--- src/rtl/seq_detect_ctrl.sv ---
`timescale 1ns/1ps
// Scan controller: streams a latched 16-bit word MSB-first into an external
// 1100 Moore detector and tallies the detections it reports back.
module seq_detect_ctrl (
  input  logic        clk,
  input  logic        reset,
  input  logic        start_valid,
  output logic        start_ready,
  input  logic [15:0] data_in,
  input  logic        abort,
  output logic        det_bit,
  output logic        det_rst,
  input  logic        det_z,
  output logic        busy,
  output logic        done,
  output logic [2:0]  hit_count,
  output logic        hit_any,
  output logic [3:0]  first_hit_idx
);

  typedef enum logic [2:0] {IDLE, CLEAR, SHIFT, DRAIN, DONE} state_e;

  state_e      state_q, state_d;
  logic [15:0] sreg_q, sreg_d;
  logic [3:0]  k_q, k_d;
  logic [2:0]  cnt_q, cnt_d;
  logic [3:0]  idx_q, idx_d;
  logic [2:0]  res_cnt_q, res_cnt_d;
  logic [3:0]  res_idx_q, res_idx_d;
  logic        live_q;
  logic        accept, attrib;
  logic [3:0]  attr_idx;

  // live_q keeps start_ready low and det_rst high until the first edge after reset.
  // NOTE: sequential state uses non-blocking assignments so every register samples
  // pre-edge values regardless of process ordering.
  always_ff @(posedge clk or negedge reset) begin
    if (!reset) begin
      state_q   <= IDLE;
      sreg_q    <= '0;
      k_q       <= '0;
      cnt_q     <= '0;
      idx_q     <= '0;
      res_cnt_q <= '0;
      res_idx_q <= '0;
      live_q    <= 1'b0;
    end else begin
      state_q   <= state_d;
      sreg_q    <= sreg_d;
      k_q       <= k_d;
      cnt_q     <= cnt_d;
      idx_q     <= idx_d;
      res_cnt_q <= res_cnt_d;
      res_idx_q <= res_idx_d;
      live_q    <= 1'b1;
    end
  end

  // NOTE: every signal written here gets a default first, so no path can
  // leave one unassigned and infer a latch.
  always_comb begin
    state_d     = state_q;
    sreg_d      = sreg_q;
    k_d         = k_q;
    cnt_d       = cnt_q;
    idx_d       = idx_q;
    res_cnt_d   = res_cnt_q;
    res_idx_d   = res_idx_q;
    start_ready = live_q && (state_q == IDLE);
    det_rst     = !live_q;
    det_bit     = 1'b0;
    busy        = (state_q != IDLE);
    done        = 1'b0;
    accept      = start_valid && start_ready;

    // The detector answers one cycle late: det_z in SHIFT k belongs to bit k-1.
    attrib   = det_z && (((state_q == SHIFT) && (k_q != 4'd0)) || (state_q == DRAIN));
    attr_idx = (state_q == DRAIN) ? 4'd15 : k_q - 4'd1;
    if (attrib && (cnt_q != 3'd4)) begin
      cnt_d = cnt_q + 3'd1;
      if (cnt_q == 3'd0) idx_d = attr_idx;
    end

    case (state_q)
      IDLE: begin
        if (accept) begin
          sreg_d    = data_in;
          k_d       = '0;
          cnt_d     = '0;
          idx_d     = '0;
          res_cnt_d = '0;
          res_idx_d = '0;
          state_d   = CLEAR;
        end
      end
      CLEAR: begin
        det_rst = 1'b1;
        k_d     = '0;
        state_d = SHIFT;
      end
      SHIFT: begin
        det_bit = sreg_q[15];
        sreg_d  = {sreg_q[14:0], 1'b0};
        k_d     = k_q + 4'd1;
        if (k_q == 4'd15) state_d = DRAIN;
      end
      DRAIN: begin
        res_cnt_d = cnt_d;
        res_idx_d = idx_d;
        state_d   = DONE;
      end
      DONE: begin
        done    = 1'b1;
        state_d = IDLE;
      end
      default: state_d = IDLE;
    endcase

    if (abort && busy && (state_q != DONE)) begin
      det_rst   = 1'b1;
      sreg_d    = '0;
      k_d       = '0;
      cnt_d     = '0;
      idx_d     = '0;
      res_cnt_d = '0;
      res_idx_d = '0;
      state_d   = IDLE;
    end
  end

  assign hit_count     = res_cnt_q;
  assign hit_any       = (res_cnt_q != 3'd0);
  assign first_hit_idx = res_idx_q;

endmodule

--- config.mk ---
export PLATFORM = sky130hd
export DESIGN_NAME = seq_detect_ctrl
export DESIGN_NICKNAME = d
export VERILOG_FILES = /design/src/rtl/seq_detect_ctrl.sv
export SDC_FILE = /design/constraint.sdc
export NUM_CORES = 1
export LEC_CHECK = 0
export BUFFER_PORTS_ARGS = -buffer_cell sky130_fd_sc_hd__buf_2
export CORE_MARGIN = 2
export CORE_UTILIZATION = 60
export CTS_BUF_LIST = sky130_fd_sc_hd__clkbuf_4 sky130_fd_sc_hd__clkbuf_8
export DETAILED_ROUTE_END_ITERATION = 7
export PLACE_DENSITY = 0.87
export SKIP_LAST_GASP = 1
export SYNTH_ARGS = -nofsm -noshare
export SYNTH_HDL_FRONTEND = slang
export SYNTH_SLANG_ARGS = --single-unit
--- constraint.sdc ---
create_clock -name clk -period 3.85 [get_ports clk]
set_input_delay 0.77 -clock clk [delete_from_list [all_inputs] [get_ports clk]]
set_output_delay 0.77 -clock clk [all_outputs]
set_load 0.03 [all_outputs]
==> results.cfg, run 1 <==
[die]
fp-row-count = 20
die_x_um = 59.8
dieArea_um2 = 3570
core_area_um2 = 3000
io_pins = 34
start_util_pct = 62.1
die_h_um = 59.8

[synthesis]
avgSynthCellArea_um2 = 10.4
synth.net_count = 205
synth_cells = 180
synth_top_area_cell = dfrtp_1
synthDistinctLibCells = 35
synthFlopType = dfrtp_1
synth_area_leaders = dfrtp_1, mux2i_1, o21ai_0, nand2_1, o2bb2ai_1
post-synth-top-area-fraction_pct = 51.0
syn_area_um2 = 1870
synth_seq_area_share_pct = 51.0
yosys_warnings = 0
async_reset_ff_share_pct = 100
ys_ff_latch = 38
synth-edff-count = 0

[detailed_routing]
final_antenna_net_count = 0
drt-total-wl_um = 3590
drtIter0Drc = 53
first_pass_iters = 4
vias = 1424
drt-wirelength-per-cell_um = 14.6
viasPerCell = 5.81
route.detailed.drc = 0

[timing]
relSlewSlack_pct = 27.2
grt_setup_unrepaired = false
timing.hold.ws_ps = 495
fmax_ghz = 0.426
finalCritPeriodShare_pct = 60.9
slew_viol_final = 0
finClkSkew_ps = 10.4
final-hold-violation-count = 0
tightest_slew_ps = 1090
tns_ps = 0
fin_crit_ps = 2340
finalSetupViolCount = 0

[clock_tree]
cts_buffers = 5
cts_tree = done
ctsHtreeMaxLevel = 2
clk_pin_slew_ps = 110
hold_buffers = 0
cts.path.max_buffers = 2
cts-resized-gates = 0
clkLatencyLatePin_ps = 350
cts_sinks = 38
postCtsSetupRepairBufs = 0
cts_root_buf = clkbuf_4

[finish]
drive_gt1_share_pct = 22.6
final_cell_mix = dfrtp_1, buf_2, nand2_1
fillCellCount = 227
final_common_cell = dfrtp_1
area_growth_pct = 11.7
nNetsFinal = 236
antenna_cells = 0

[global_routing]
grt_max_degree = 39
grt_pass1_vias = 1348
gr-total-overflow = 0
grt_first_pass_wirelength_um = 5970
track_usage_pct = 23.2
antenna_found_initial = 0

[worst_setup_path]
cp_max_fo = 11
critPathKind = flip-flop to output port
worstPathCellList = nor3_1, and2_1, buf_2
cp.arrival_ps = 1570
crit_path_end_kind = output port
path_buf_inv = 1
cp.required_ps = 3080
cpLargestDelayFamily = flip-flops
critPathLaunchType = flip-flop
cpMaxStageDelayCell = dfrtp_1
worst_path_largest_cell_delay_ps = 520

[pwr]
peakVddDrop_uv = 274
power_density_nw_per_um2 = 422
leakage_nw = 0.998

[place]
hpwl_um = 2630
io_buffers = 33
gp_congestion = 0.816

[job]
maxCapViolCount = 0

[run_status]
outcome = completed

[min_path]
hold_path.class = flip-flop to flip-flop
-- sequential cells by signal (all words and copies together), names as in the netlist --
signal         flops
sreg_q            16
first_hit_idx      4
idx_q              4
k_q                4
cnt_q              3
hit_count          3
state_q            3
live_q             1
-- per-stage QoR --
stage | area (um2) | power (mW) | cells | utilization [%] | setup WS (ps)
3_3_place_gp | 2020 | 0.656 | 237 | 67.3 | 1360
2_1_floorplan | 1870 | 0.617 | 180 | - | 1320
5_1_grt | 2080 | 0.928 | 245 | 69.4 | 1300
3_5_place_dp | 2020 | 0.669 | 237 | 67.3 | 1280
4_1_cts | 2080 | 0.886 | 245 | 69.4 | 1510
6_report | 2080 | 0.879 | 245 | 69.4 | 1510
-- path summary, 6_finish.rpt --
| kind | from | to | slack, ps | cells past startpoint |
|---|---|---|---|---|
| hold reg to reg | sreg_q[1]$_DFFE_PN0P_ | sreg_q[1]$_DFFE_PN0P_ | 490 | 2 |
| setup / recovery | state_q[0]$_DFFE_PN0P_ | start_ready | 1510 | 3 |
| min in group asynchronous | reset | sreg_q[3]$_DFFE_PN0P_ | 500 | 1 |
| setup reg to reg | state_q[0]$_DFFE_PN0P_ | sreg_q[15]$_DFFE_PN0P_ | 1520 | 4 |
| max in group asynchronous | reset | first_hit_idx[0]$_DFFE_PN0P_ | 2830 | 1 |
| hold / removal | sreg_q[1]$_DFFE_PN0P_ | sreg_q[1]$_DFFE_PN0P_ | 490 | 2 |
-- routing by layer --
metal	vias up	routed length [um]	track usage [%]
met2	42	1760	38.2
met3	6	195	7.14
met1	689	1570	28.7
met5	-	0	0
met4	0	62	8.57
li1	687	-	-
-- power breakdown --
part	leakage (nW)	switching, mW	total (mW)	internal (mW)
combinational	0.461	0.102	0.171	0.0691
clock	0.0343	0.129	0.217	0.0877
sequential	0.503	0.0376	0.491	0.453
-- area by class of cell --
cell class                      count  area [um2]  share of cell area (%)
Clock buffer                        6        51.3                    2.46
Clock inverter                      2        12.5                   0.601
Inverter                            6        22.5                    1.08
Multi-Input combinational cell    126         832                    39.9
Sequential cell                    38         951                    45.6
Tap cell                           33        41.3                    1.98
Timing Repair Buffer               34         173                    8.29
-- Yosys cell counts, types with 2 or more instances --
cell        n
and2_1      3
nand3_1     4
dfrtp_1    38
ha_1        4
o2bb2ai_1   9
nor2b_1     2
nor2_1     12
nand2_1    22
buf_6       3
inv_1       6
mux2i_1    16
o21ai_0    21
xnor2_1     5
nor3_1      4
clkbuf_1    5
a211oi_1    4
a22o_1      2
a21oi_1     2
nor3b_1     2
-- tightest hold or removal path, stage by stage, from the launching register on --
cell and delay [ps]:
dfrtp_1 360, nand2_1 50, o21ai_0 60
-- logic make-up (layout without fill, tap and decap cells) --
logic type,Yosys count,in the layout,share of synthesized area (%)
xor+xnor,6,6,2.82
fa+ha+maj,4,4,2.68
mux,17,17,9.19
simple gates,60,60,16.5
buf+inv,16,48,4.69
compound gates,38,38,12.9
other cells,1,1,0.201
flops,38,38,51.0
(Power assumes the default switching activity.)
==> inputs of run 2 (changes only) <==
- CORE_UTILIZATION: 60 -> 57
- PLACE_DENSITY: 0.87 -> 0.83
- clock period: 3.85 -> 2.4 ns (I/O delays scaled with it)
==> results.cfg, run 2 (synthesis gave the netlist of run 1 again) <==
[run_status]
outcome = completed

[timing]
relSlewSlack_pct = 45.7
timing.hold.ws_ps = 211
finalCritPeriodShare_pct = 87.5
tightest_slew_ps = 814
slew_viol_final = 0
fin_crit_ps = 2100
final-hold-violation-count = 0
finClkSkew_ps = 13.3
fmax_ghz = 0.476
finalSetupViolCount = 0
grt_setup_unrepaired = false
tns_ps = 0

[finish]
fillCellCount = 238
nNetsFinal = 237
drive_gt1_share_pct = 23.0
final_util_pct = 68.4
final_cell_mix = dfrtp_1, buf_2, nand2_1
final_common_cell = dfrtp_1
largest_register = sreg_q
area_growth_pct = 12.8
antenna_cells = 0
largest_register_ffs = 16

[detailed_routing]
drtIter0Drc = 58
vias = 1425
drt-wirelength-per-cell_um = 14.4
first_pass_iters = 5
final_antenna_net_count = 0
drt-total-wl_um = 3690
route.detailed.drc = 0
viasPerCell = 5.54

[clock_tree]
ctsHtreeMaxLevel = 2
cts-resized-gates = 0
cts_tree = done
hold_buffers = 0
cts_buffers = 5
clkLatencyLatePin_ps = 350
cts.path.max_buffers = 2
clk_pin_slew_ps = 120
cts_root_buf = clkbuf_4
postCtsSetupRepairBufs = 0
cts_sinks = 38

[place]
io_buffers = 33
gp_congestion = 0.839
hpwl_um = 2700

[global_routing]
grt_max_degree = 39
gr-total-overflow = 0
antenna_found_initial = 0
gr-usage-met3_pct = 6.72
grt_pass1_vias = 1409
use_met2_pct = 38.3
use_met1_pct = 33.7
track_usage_pct = 24.5
top_usage_layer = met2
grt_first_pass_wirelength_um = 6610

[die]
core_area_um2 = 3080
die_h_um = 61.2
die_x_um = 61.2
start_util_pct = 60.6
dieArea_um2 = 3750
io_pins = 34
fp-row-count = 20

[pwr]
power_density_nw_per_um2 = 678
power.total_mw = 1.43
peakVddDrop_uv = 458
leakage_nw = 1.01

[worst_setup_path]
crit_path_end_kind = output port
cp.arrival_ps = 1620
critPathKind = flip-flop to output port
worst_path_largest_cell_delay_ps = 550
cpMaxStageDelayCell = dfrtp_1
worstPathCellList = nor3b_2, and2_1, buf_2
cp_max_fo = 12
cp.required_ps = 1920
critPathLaunchType = flip-flop

[min_path]
hold_path.class = primary input to asynchronous set/reset pin

[job]
maxCapViolCount = 0
[run 2: cell types whose count changed in the layout (fill, tap and decap cells not counted), sizes merged]
cell	change
clkinvlp	-1
clkbuf	+1
buf	+1
[run 2: final timing paths]
check	startpoint	end	slack [ps]	cells after the start
worst max-delay path	state_q[1]$_DFFE_PN0P_	det_bit	300	3
worst min-delay path	reset	sreg_q[10]$_DFFE_PN0P_	210	1
worst max register to register	k_q[0]$_DFFE_PN0P_	idx_q[1]$_DFF_PN0_	440	6
worst min register to register	sreg_q[15]$_DFFE_PN0P_	sreg_q[15]$_DFFE_PN0P_	490	2
max in group asynchronous	reset	k_q[1]$_DFFE_PN0P_	1670	1
min in group clk	data_in[0]	sreg_q[0]$_DFFE_PN0P_	370	3
[run 2: power by group]
part | switching [mW] | total, mW | internal, mW | leakage [nW]
Combinational | 0.167 | 0.281 | 0.114 | 0.465
Sequential | 0.0572 | 0.784 | 0.727 | 0.503
Clock | 0.208 | 0.361 | 0.153 | 0.0387
Total | 0.432 | 1.43 | 0.994 | 1.01
[run 2: layout make-up]
cell class                 count  area (um2)  area share, %
clock inverter                 1        5.00          0.238
sequential                    38         951           45.2
multi-input combinational    126         832           39.5
tap                           44        55.1           2.62
clock buffer                   7        58.8           2.79
timing repair buffer          35         180           8.56
inverter                       6        22.5           1.07
[run 2: worst max-delay path: cells and delay by family (launching register included)]
family	cells	cell delay [ps]
flip-flops	1	550
AND/OR/NAND/NOR	2	540
buffers and inverters	1	190
[run 2: layer usage]
| layer | up-vias | routed length [um] |
|---|---|---|
| met3 | 7 | 147 |
| met5 | - | 0 |
| met1 | 690 | 1660 |
| li1 | 694 | - |
| met2 | 34 | 1830 |
| met4 | 0 | 60 |
[run 2: stage by stage]
step | cells | setup WS, ps | cell area [um2]
global placement | 249 | 594 | 2040
detailed placement | 249 | 425 | 2040
global route | 257 | 203 | 2100
CTS | 257 | 290 | 2100
floorplan | 180 | 454 | 1870
finish | 257 | 300 | 2100
==> inputs of run 3 (changes only) <==
- ABC_AREA: not set -> 1
- CORE_UTILIZATION: 57 -> 59
- PLACE_DENSITY: 0.83 -> 0.85
- clock period: 2.4 -> 2.1 ns (I/O delays scaled with it)
==> results.cfg, run 3 <==
[timing]
finClkSkew_ps = 4.75
tightest_slew_ps = 951
relSlewSlack_pct = 36.4
fmax_ghz = 0.523
finalCritPeriodShare_pct = 91.1
slew_viol_final = 0
fin_ws_ps = 188
fin_crit_ps = 1910
tns_ps = 0
finalSetupViolCount = 0
grt_setup_unrepaired = false
final-hold-violation-count = 0

[synthesis]
synth_top_area_cell = dfrtp_1
synth.most_common_cell = nand2_1
synth-edff-count = 0
yosys_warnings = 0
synth_cells = 272
synth_area_leaders = dfrtp_1, nand2_1, nor2_1, o21ai_2, nand3_1
post-synth-top-area-fraction_pct = 43.6
synth_common_cells = nand2_1, nor2_1, dfrtp_1, nand3_1, inv_1
avgSynthCellArea_um2 = 8.01
synth.net_count = 297
synth_seq_area_share_pct = 43.6
async_reset_ff_share_pct = 100
ys_ff_latch = 38
syn_area_um2 = 2180
synthFlopType = dfrtp_1
synthDistinctLibCells = 30

[worst_setup_path]
regToRegSetupSlack_ps = 260
r2r_end = sreg_q[3]$_DFFE_PN0P_
cp.required_ps = 1680
regToRegStartpoint = state_q[0]$_DFFE_PN0P_
cp.arrival_ps = 1490
crit_path_end_kind = output port
reg2regPathDepth = 6
critPathLaunchType = flip-flop
cp_max_fo = 9
critPathKind = flip-flop to output port

[finish]
antenna_cells = 0
area_growth_pct = 12.5
nNetsFinal = 333
final_util_pct = 68.0
largest_register = sreg_q
drive_gt1_share_pct = 27.2
final_cell_mix = nand2_1, nor2_1, dfrtp_1
largest_register_ffs = 16
final_common_cell = nand2_1
fillCellCount = 309
final_cell_count_no_fill = 357

[place]
post-place-ws_ps = 282
gp_congestion = 0.841
placedCellCount = 349
io_buffers = 33
hpwl_um = 3080

[pwr]
peakVddDrop_uv = 813
power.total_mw = 3.65
leakage_nw = 1.29
power_density_nw_per_um2 = 1490

[global_routing]
use_met1_pct = 33.0
grt_pass1_vias = 1773
grt_max_degree = 39
gr-usage-met3_pct = 5.38
grt_first_pass_wirelength_um = 7820
antenna_found_initial = 0
top_usage_layer = met2
gr-total-overflow = 0
track_usage_pct = 24.0
use_met2_pct = 38.4

[die]
start_util_pct = 60.4
die_h_um = 64.8
core_area_um2 = 3610
die_x_um = 64.8
fp-row-count = 22
io_pins = 34
dieArea_um2 = 4200

[clock_tree]
postCtsSetupRepairBufs = 0
cts_sinks = 38
cts-resized-gates = 0
clk_pin_slew_ps = 70
ctsHtreeMaxLevel = 2
cts_buffers = 5
cts_root_buf = clkbuf_8
cts_tree = done
cts.path.max_buffers = 2
hold_buffers = 0
clkLatencyLatePin_ps = 290

[job]
maxCapViolCount = 0

[detailed_routing]
drt-wirelength-per-cell_um = 11.9
viasPerCell = 5.09
final_antenna_net_count = 0
first_pass_iters = 4
route.detailed.drc = 0
drt-total-wl_um = 4240
drtIter0Drc = 173
vias = 1818

[run_status]
outcome = completed

[min_path]
hold_path.class = primary input to asynchronous set/reset pin
## run 3: cell count changes in the layout (fill, tap and decap cells not counted), sizes merged, moves of 9 or more
cell and delta:
nand2 +55, nand3 +18, inv +16, o21ai +15
nor2 +38, mux2i -16, o2bb2ai -9
## run 3: logic make-up (layout without fill, tap and decap cells)
group           Yosys count  count (layout)  synth area share (%)
compound gates           40              40                  12.9
xor+xnor                  4               4                  1.61
fa+ha+maj                 4               4                  2.30
buf+inv                  32              69                  8.21
flops                    38              38                  43.6
other cells               1               1                 0.172
simple gates            153             153                  31.2
## run 3: cell type report
class	instances	area, um2	share of cell area (%)
multi-input cells	202	1050	42.9
flip-flops and latches	38	951	38.8
repair buffers	39	210	8.58
clock buffers	7	90.1	3.68
inverters	22	82.6	3.37
well taps	48	60.1	2.45
clock inverters	1	5.00	0.204
## run 3: routing by layer
layer	share of wire, %	up-vias
met4	0.94	0
met5	0	-
met3	5.0	6
met1	47	844
li1	-	929
met2	47	39
## run 3: worst max-delay path, stage by stage (launching register included)
cell,delay (ps)
dfrtp_1,440
inv_2,120
nand2_4,90
inv_2,100
nand2_2,130
nor2_1,120
buf_2,200
## run 3: where the power goes
group	leakage, nW	internal, mW	switching, mW
clock network	0.0517	0.278	0.246
registers	0.500	0.987	0.154
logic	0.738	0.667	1.32
## run 3: metrics by stage
stage	hold slack [ps]	instance area, um2
2_1_floorplan	124	2180
3_3_place_gp	457	2350
3_5_place_dp	464	2350
4_1_cts	183	2450
5_1_grt	208	2450
6_report	166	2450
## run 3: how the worst max path moves through the flow
stage | start | endpoint | slack [ps] | cells past startpoint
after floorplan | state_q[2]$_DFFE_PN0P_ | start_ready | 380 | 5
after global placement | abort | sreg_q[7]$_DFFE_PN0P_ | 380 | 6
after detailed placement | state_q[0]$_DFFE_PN0P_ | sreg_q[3]$_DFFE_PN0P_ | 280 | 6
after CTS | state_q[0]$_DFFE_PN0P_ | det_bit | 70 | 6
after global routing | state_q[0]$_DFFE_PN0P_ | det_bit | 80 | 6
final | state_q[0]$_DFFE_PN0P_ | det_bit | 190 | 6
